File: config.mk
export PLATFORM = sky130hd
export DESIGN_NAME = decode_queue
export DESIGN_NICKNAME = d
export VERILOG_FILES = /design/src/rtl/decode_queue.sv
export SDC_FILE = /design/constraint.sdc
export NUM_CORES = 2
export LEC_CHECK = 0
export CAP_MARGIN = 10
export CORE_MARGIN = 2
export CORE_UTILIZATION = 40
export CTS_CLUSTER_SIZE = 8
export DETAILED_ROUTE_END_ITERATION = 10
export RECOVER_POWER = 100
export SLEW_MARGIN = 20
export SYNTH_ARGS = -nofsm -noshare
export SYNTH_HDL_FRONTEND = slang
export SYNTH_SLANG_ARGS = --single-unit
File: constraint.sdc
create_clock -name clk -period 47.9 [get_ports clk]
set_input_delay 14.37 -clock clk [delete_from_list [all_inputs] [get_ports clk]]
set_output_delay 14.37 -clock clk [all_outputs]
set_load 0.05 [all_outputs]
File: src/rtl/decode_queue.sv
// Multi-lane circular instruction queue between fetch and decode.
// Optional same-cycle bypass when empty: define DECODE_QUEUE_BYPASS_EN.
module decode_queue #(
   parameter int DEPTH     = 8,
   parameter int PAYLOAD_W = 70,
   parameter int LANES     = 2,
   localparam int CW = $clog2(LANES + 1),
   localparam int PW = $clog2(DEPTH),
   localparam int OW = $clog2(DEPTH + 1)
) (
   input  logic                       clk,
   input  logic                       rst,
   input  logic                       flush,
   input  logic [CW-1:0]              in_count,
   input  logic [LANES*PAYLOAD_W-1:0] in_payload,
   output logic                       in_ready,
   output logic [LANES-1:0]           out_valid,
   output logic [LANES*PAYLOAD_W-1:0] out_payload,
   input  logic [CW-1:0]              out_accept,
   output logic [OW-1:0]              occupancy
);

   logic [DEPTH-1:0][PAYLOAD_W-1:0] mem_q, mem_d;
   logic [PW-1:0] head_q, head_d, tail_q, tail_d;
   logic [OW-1:0] occ_q, occ_d;
   logic          byp;
   int            enq_avail, skip, deq, n_wr;

   always_comb begin
      in_ready = (DEPTH - int'(occ_q)) >= LANES;
      byp = 1'b0;
`ifdef DECODE_QUEUE_BYPASS_EN
      byp = (occ_q == '0) && !flush && !rst;
`endif
      enq_avail = in_ready ? int'(in_count) : 0;
      // Bypassed lanes taken by decode this cycle never land in storage.
      skip = 0;
      if (byp) skip = (int'(out_accept) < enq_avail) ? int'(out_accept) : enq_avail;
      deq  = byp ? 0 : int'(out_accept);
      n_wr = enq_avail - skip;

      mem_d = mem_q;
      for (int i = 0; i < LANES; i++) begin
         if (i >= skip && i < enq_avail)
            mem_d[tail_q + PW'(i - skip)] = in_payload[i*PAYLOAD_W +: PAYLOAD_W];
      end

      out_valid   = '0;
      out_payload = '0;
      for (int i = 0; i < LANES; i++) begin
         if (byp) begin
            if (i < int'(in_count)) begin
               out_valid[i] = 1'b1;
               out_payload[i*PAYLOAD_W +: PAYLOAD_W] = in_payload[i*PAYLOAD_W +: PAYLOAD_W];
            end
         end else if (int'(occ_q) > i) begin
            out_valid[i] = 1'b1;
            out_payload[i*PAYLOAD_W +: PAYLOAD_W] = mem_q[head_q + PW'(i)];
         end
      end

      if (flush) begin
         head_d = '0;
         tail_d = '0;
         occ_d  = '0;
      end else begin
         head_d = head_q + PW'(deq);
         tail_d = tail_q + PW'(n_wr);
         occ_d  = OW'(int'(occ_q) + n_wr - deq);
      end
   end

   assign occupancy = occ_q;

   always_ff @(posedge clk) begin
      if (rst) begin
         head_q <= '0;
         tail_q <= '0;
         occ_q  <= '0;
      end else begin
         head_q <= head_d;
         tail_q <= tail_d;
         occ_q  <= occ_d;
      end
   end

   // Storage is left dirty on reset/flush; occupancy gates every read.
   always_ff @(posedge clk) begin
      if (!rst && !flush) mem_q <= mem_d;
   end

endmodule
# [Word level (Yosys, flattened, before mapping)]
# Cells that the tools add are included.
[classes] add_sub_neg=7 bitwise_logic=0 reduce_logical=6 eq_ne=0 n_mul=0 n_lt_le_gt_ge=11 mux=17 n_div=0 shifts=0
[op_table] operator="$bwmux 560" n=2
[op_table] operator="$mux 560" n=2
[op_table] operator="$bmux 70 s3" n=2
[op_table] operator="$demux 70 s3" n=2
[op_table] operator="$mux 70" n=6
[op_table] operator="$lt 3x4->1 const B" n=4
[op_table] operator="$gt 4x1->1 const B" n=2
[op_table] operator="$add 3x1->3 const B" n=2
[op_table] operator="$add 3x2->3" n=2
[op_table] operator="$ge 3x1->1 const B" n=2
[op_table] operator="$ge 5x3->1 const B" n=1
[op_table] operator="$sub 4x4->5 const A" n=1
[op_table] operator="$add 4x2->4" n=1
[op_table] operator="$lt 1x2->1 const A" n=2
[op_table] operator="$sub 4x2->4" n=1
[op_table] operator="$logic_and 1x1->1" n=3
[op_table] operator="$logic_not 1->1" n=2
[op_table] operator="$mux 1" n=2
[op_table] operator="$mux 2" n=1
[op_table] operator="$reduce_or 2->1" n=1
[word_totals] latchBits=0 memories=0 output_inout_bits=147 word_cells=52 ramBits=0 register_bits=570 in_bits=147 rom_bits=0

# [Depth between registers and ports, before layout]
[depth] depth_word=8 depth_mapped=14 ltp_nobuf=13

# [Worst setup path before layout]
# No wires, ideal clock.
[synth_path] kind="input-to-reg" from="input flush" to="register head_q[0]" path_buffers=1 setup_slack_ns=21.376 stages=4 t_arrival_ns=26.400 cell_sequence="or2_2 clkbuf_1 inv_1 and2_1"
[synth_between] elab_chain_len=1
[synth_rtl] item="from (decl)" line="13" rtl="input logic flush,"
[synth_rtl] item="$reduce_or 2->1 (no line)"
[synth_rtl] item="to (signal assigned)" line="77" rtl="head_q <= '0;"
[synth_rtl] item="to (signal assigned)" line="81" rtl="head_q <= head_d;"
[synth_rtl] item="to (decl)" line="24" rtl="logic [PW-1:0] head_q, head_d, tail_q, tail_d;"
# No other way between the ends.
# A chain may end at the register's enable or synchronous reset.

# [Final worst setup path]
[layout_path] from="input flush" to="register mem_q[316] (netlist name), enable pin"
[layout_between] elab_chain_len=2
[layout_rtl] item="$logic_not 1->1" line="89" rtl="if (!rst && !flush) mem_q <= mem_d;"
[layout_rtl] item="$logic_and 1x1->1" line="89"
[layout_rtl] item="to (signal assigned)" line="89"
[layout_rtl] item="to (decl)" line="23" rtl="logic [DEPTH-1:0][PAYLOAD_W-1:0] mem_q, mem_d;"
# No other way between the ends.

==> summary.md <==
| Metric | Value |
|---|---|
| CP Class | in -> reg |
| Worst-Margin Slew | 5.24 ns |
| CTS Hold Bufs | 0 |
| Setup bufs post-CTS | 0 |
| Pre-CTS WS | between 20 and 30 ns |
| Mapped Nets | 4207 |
| Max IR drop VDD | between 0.05 and 0.06 mV |
| DRT antenna net count | 0 |
| Slew Limit Fails | 1702 |
| Die Y | 313 um |
| Largest net degree at the start of global routing | 153 |
| CTS tree | built |
| Synthesized area | 0.0382 sq mm |
| CP startpoint kind | input pin |
| Initial drt markers | 4484 |
| Post_cts resized | 0 |
| Worst-path clk slew | about 0.050 ns |
| Post-synth cell types | 42 |
| Clk_lat worst skew | 0.64 ns |
| Part of the cycle the worst path needs | 62.7% |
| Pwr per Cell Area | 53.0 mW/mm^2 |
| Final Routed Wirelength | 142 mm |
| Clk sinks | 570 |
| Post-synth EDFFs | 560 |
| Fin. Hold Viols | 0 |
| Worst hold slack | 0.650 ns |
| Initial Utilization | 40.3% |
| Rows | between 100 and 150 |
| Die width | between 300 and 400 um |
| Slew headroom | -251% |
| Violated checks | max-capacitance violations, max-slew violations |
| Worst Hold Class | reg -> reg |
| Cells after synthesis | 4042 |
| Primary FF master, synth | edfxtp_1 |
| Final setup margin | 17.89 ns |
| TritonCTS buffer count | 81 |
| Vias in the first global route | 31000 |
| Unrepaired setup endpoints after global routing | false |
| Critical Path Slowest Stage Cell | clkbuf_1 |
| Post-synth ARST share | 0% |
| Status | finished, violations left |
| WL/cell | 26.7 um |
| Root Buffer | clkbuf_16 |
| Grt ovf | 0 |
| Dominant cells by area after synthesis | edfxtp_1 (44%), mux4_2 (17%), nand2_1 (12%) |
| Share of the synthesized area in the top cell type | 44.0% |
| DRT Pass-1 Iters | 7 |
| Post-route cell area | 0.0433 sq mm |
| Synth Register Bits | 570 |
| Crit path arrival time | approximately 30 ns |
| Share of cells above drive strength 1 | 10.7% |
| Clock tree buffer depth | 3 |
| DP HPWL | 76.5 mm |
| CP most frequent cell | clkbuf_1 |
| Number of fill cells | 8808 |
| Mean Syn Cell Area | ~9.4 sq um |
| Area growth syn-to-layout | 13.2% |
| CP Cell Sequence | dlygate4sd3_1 -> or2_0 -> clkinvlp_2 -> clkbuf_1 -> clkbuf_1 -> clkbuf_1 -> clkbuf_1 |
| Routability Congestion | 0.792 |
| Placed cell area | 0.0412 sq mm |
| Layout net count | 4170 |
| # DRC | 0 |
| Seq/Total Area, Yosys | 44.6% |
| Vias per Instance | 6.28 |
| CP Capture Type | register |
| Warnings, synthesis | 0 |
| I/O pins | 294 |
| Initial antenna violation count | 21 |
| Worst EP required | just under 50 ns |
| Hold path cells | 2 |
| Final min period | 30.01 ns |
| R2R cell count | 8 |
| CORE AREA | 0.0949 sq mm |
| CTS H-tree lvls | 3 |
| CP Max Fanout | 110 |
| Port bufs | between 200 and 300 |
| Fin Setup TNS | 0 ns |
| Leakage | 15.3 nW |
| Final setup vio count | 0 |
| Slowest Stage Delay on Critical Path | 3.11 ns |
| Max Freq | ~0.033 GHz |
| Clock skew | 0.0225 ns |
| Max_cap viols | 38 |
| Die ar. | 0.0980 sq mm |
| Post-synth top area cell | edfxtp_1 |
| All-layer global routing usage | 28.1% |
| First-pass GRT wire length | 207 mm |
| Vias | 33300 |
==> cell usage in the layout (no fill, tap or decap), types with 4 or more instances in the layout <==
master | synthesis | final
fa_1 | 4 | 4
nor2_1 | 643 | 643
dlygate4sd3_1 | 0 | 142
diode_2 | 0 | 8
edfxtp_1 | 560 | 560
inv_1 | 16 | 15
a21oi_1 | 71 | 74
buf_4 | 20 | 32
mux2i_1 | 70 | 70
mux4_2 | 280 | 280
clkdlybuf4s50_1 | 0 | 151
nand2_1 | 1263 | 1263
ha_1 | 14 | 14
clkbuf_1 | 132 | 47
o21ai_4 | 0 | 8
nor3_1 | 4 | 4
clkbuf_16 | 0 | 82
a31oi_1 | 560 | 560
and2_1 | 7 | 4
dfxtp_1 | 10 | 8
==> critical path: cells and delay by family <==
kind	cells	cell delay, ns
buffers and inverters	6	15.22
and+or+nand+nor	1	0.36
==> metal layers <==
| layer | part of all wire [%] | routed length [um] | GRT usage [%] | vias to the layer above |
|---|---|---|---|---|
| li1 | - | - | - | 14400 |
| met1 | 40 | 57100 | 40.9 | 16300 |
| met2 | 44 | 62600 | 41.4 | 2254 |
| met3 | 12 | 17500 | 6.44 | 290 |
| met4 | 2.9 | 4150 | 9.49 | 28 |
| met5 | 0.13 | 189 | 0 | - |
==> synth_stat cells, types with 2 or more instances <==
cell type and count:
nand2_1 1263, a21o_1 5, a21oi_2 2, nand2b_1 2, a21oi_4 2, o21ai_2 8
edfxtp_1 560, a31oi_1 560, inv_1 16, or2_2 2, nor3b_1 3, buf_4 20
and2_1 7, nor4_1 2, o211ai_2 3, xnor2_1 4, nor2b_1 2, nor3_1 4
dfxtp_1 10, ha_1 14, clkbuf_1 132, xor2_1 4, nand3_1 3, buf_1 48
mux4_2 280, a21boi_2 4, buf_2 282, a21oi_1 71, nor2_1 643, fa_1 4
mux2i_1 70, buf_6 2
==> state kept, by name, indices dropped and copies added (netlist names) <==
| register | cells |
|---|---|
| head_q | 3 |
| occupancy | 4 |
| tail_q | 3 |
| mem_q | 560 |
==> where the power goes <==
| group | internal, mW | total [mW] | switching (mW) |
|---|---|---|---|
| Combinational | 0.322 | 1.07 | 0.745 |
| Sequential | 0.652 | 0.696 | 0.0442 |
| Clock | 0.306 | 0.530 | 0.224 |
| Total | 1.28 | 2.29 | 1.01 |
==> per-stage QoR <==
| stage | instances | power (mW) | util [%] |
|---|---|---|---|
| 3_5_place_dp | 5184 | 1.78 | 43.4 |
| 2_1_floorplan | 4042 | 1.41 | - |
| 6_report | 5296 | 2.29 | 45.6 |
| 5_1_grt | 5294 | 2.38 | 45.6 |
| 4_1_cts | 5285 | 2.31 | 45.7 |
| 3_3_place_gp | 5184 | 1.77 | 43.4 |
==> logic make-up after synthesis <==
group                      share of synthesized area [%]
AOI/OAI and AO/OA                                   11.0
xor gates and xnor gates                           0.183
adders and majority gates                          0.668
buffers and inverters                               6.07
DFF                                                 44.6
muxes                                               18.3
and+or+nand+nor                                     19.2
==> final cells by class <==
type                       instances  area (sq um)  share of cell area, %
clock inverter                     5          77.6                  0.179
clock buffer                      96          2100                   4.87
sequential                       570         17000                   39.4
inverter                          16          61.3                  0.142
timing repair buffer             364          3410                   7.87
antenna                            8          20.0                 0.0463
multi-input combinational       2972         19000                   43.9
tap                             1265          1580                   3.66
==> final timing paths <==
kind,from,endpoint,slack [ns]
worst max-delay path,flush,mem_q[316]$_DFFE_PP_,17.89
worst min-delay path,mem_q[489]$_DFFE_PP_,mem_q[489]$_DFFE_PP_,0.65
worst max register to register,occupancy[0]$_SDFF_PN0_,mem_q[310]$_DFFE_PP_,39.86
worst min register to register,mem_q[489]$_DFFE_PP_,mem_q[489]$_DFFE_PP_,0.65
No activity file was read; power rests on OpenSTA's default activity.
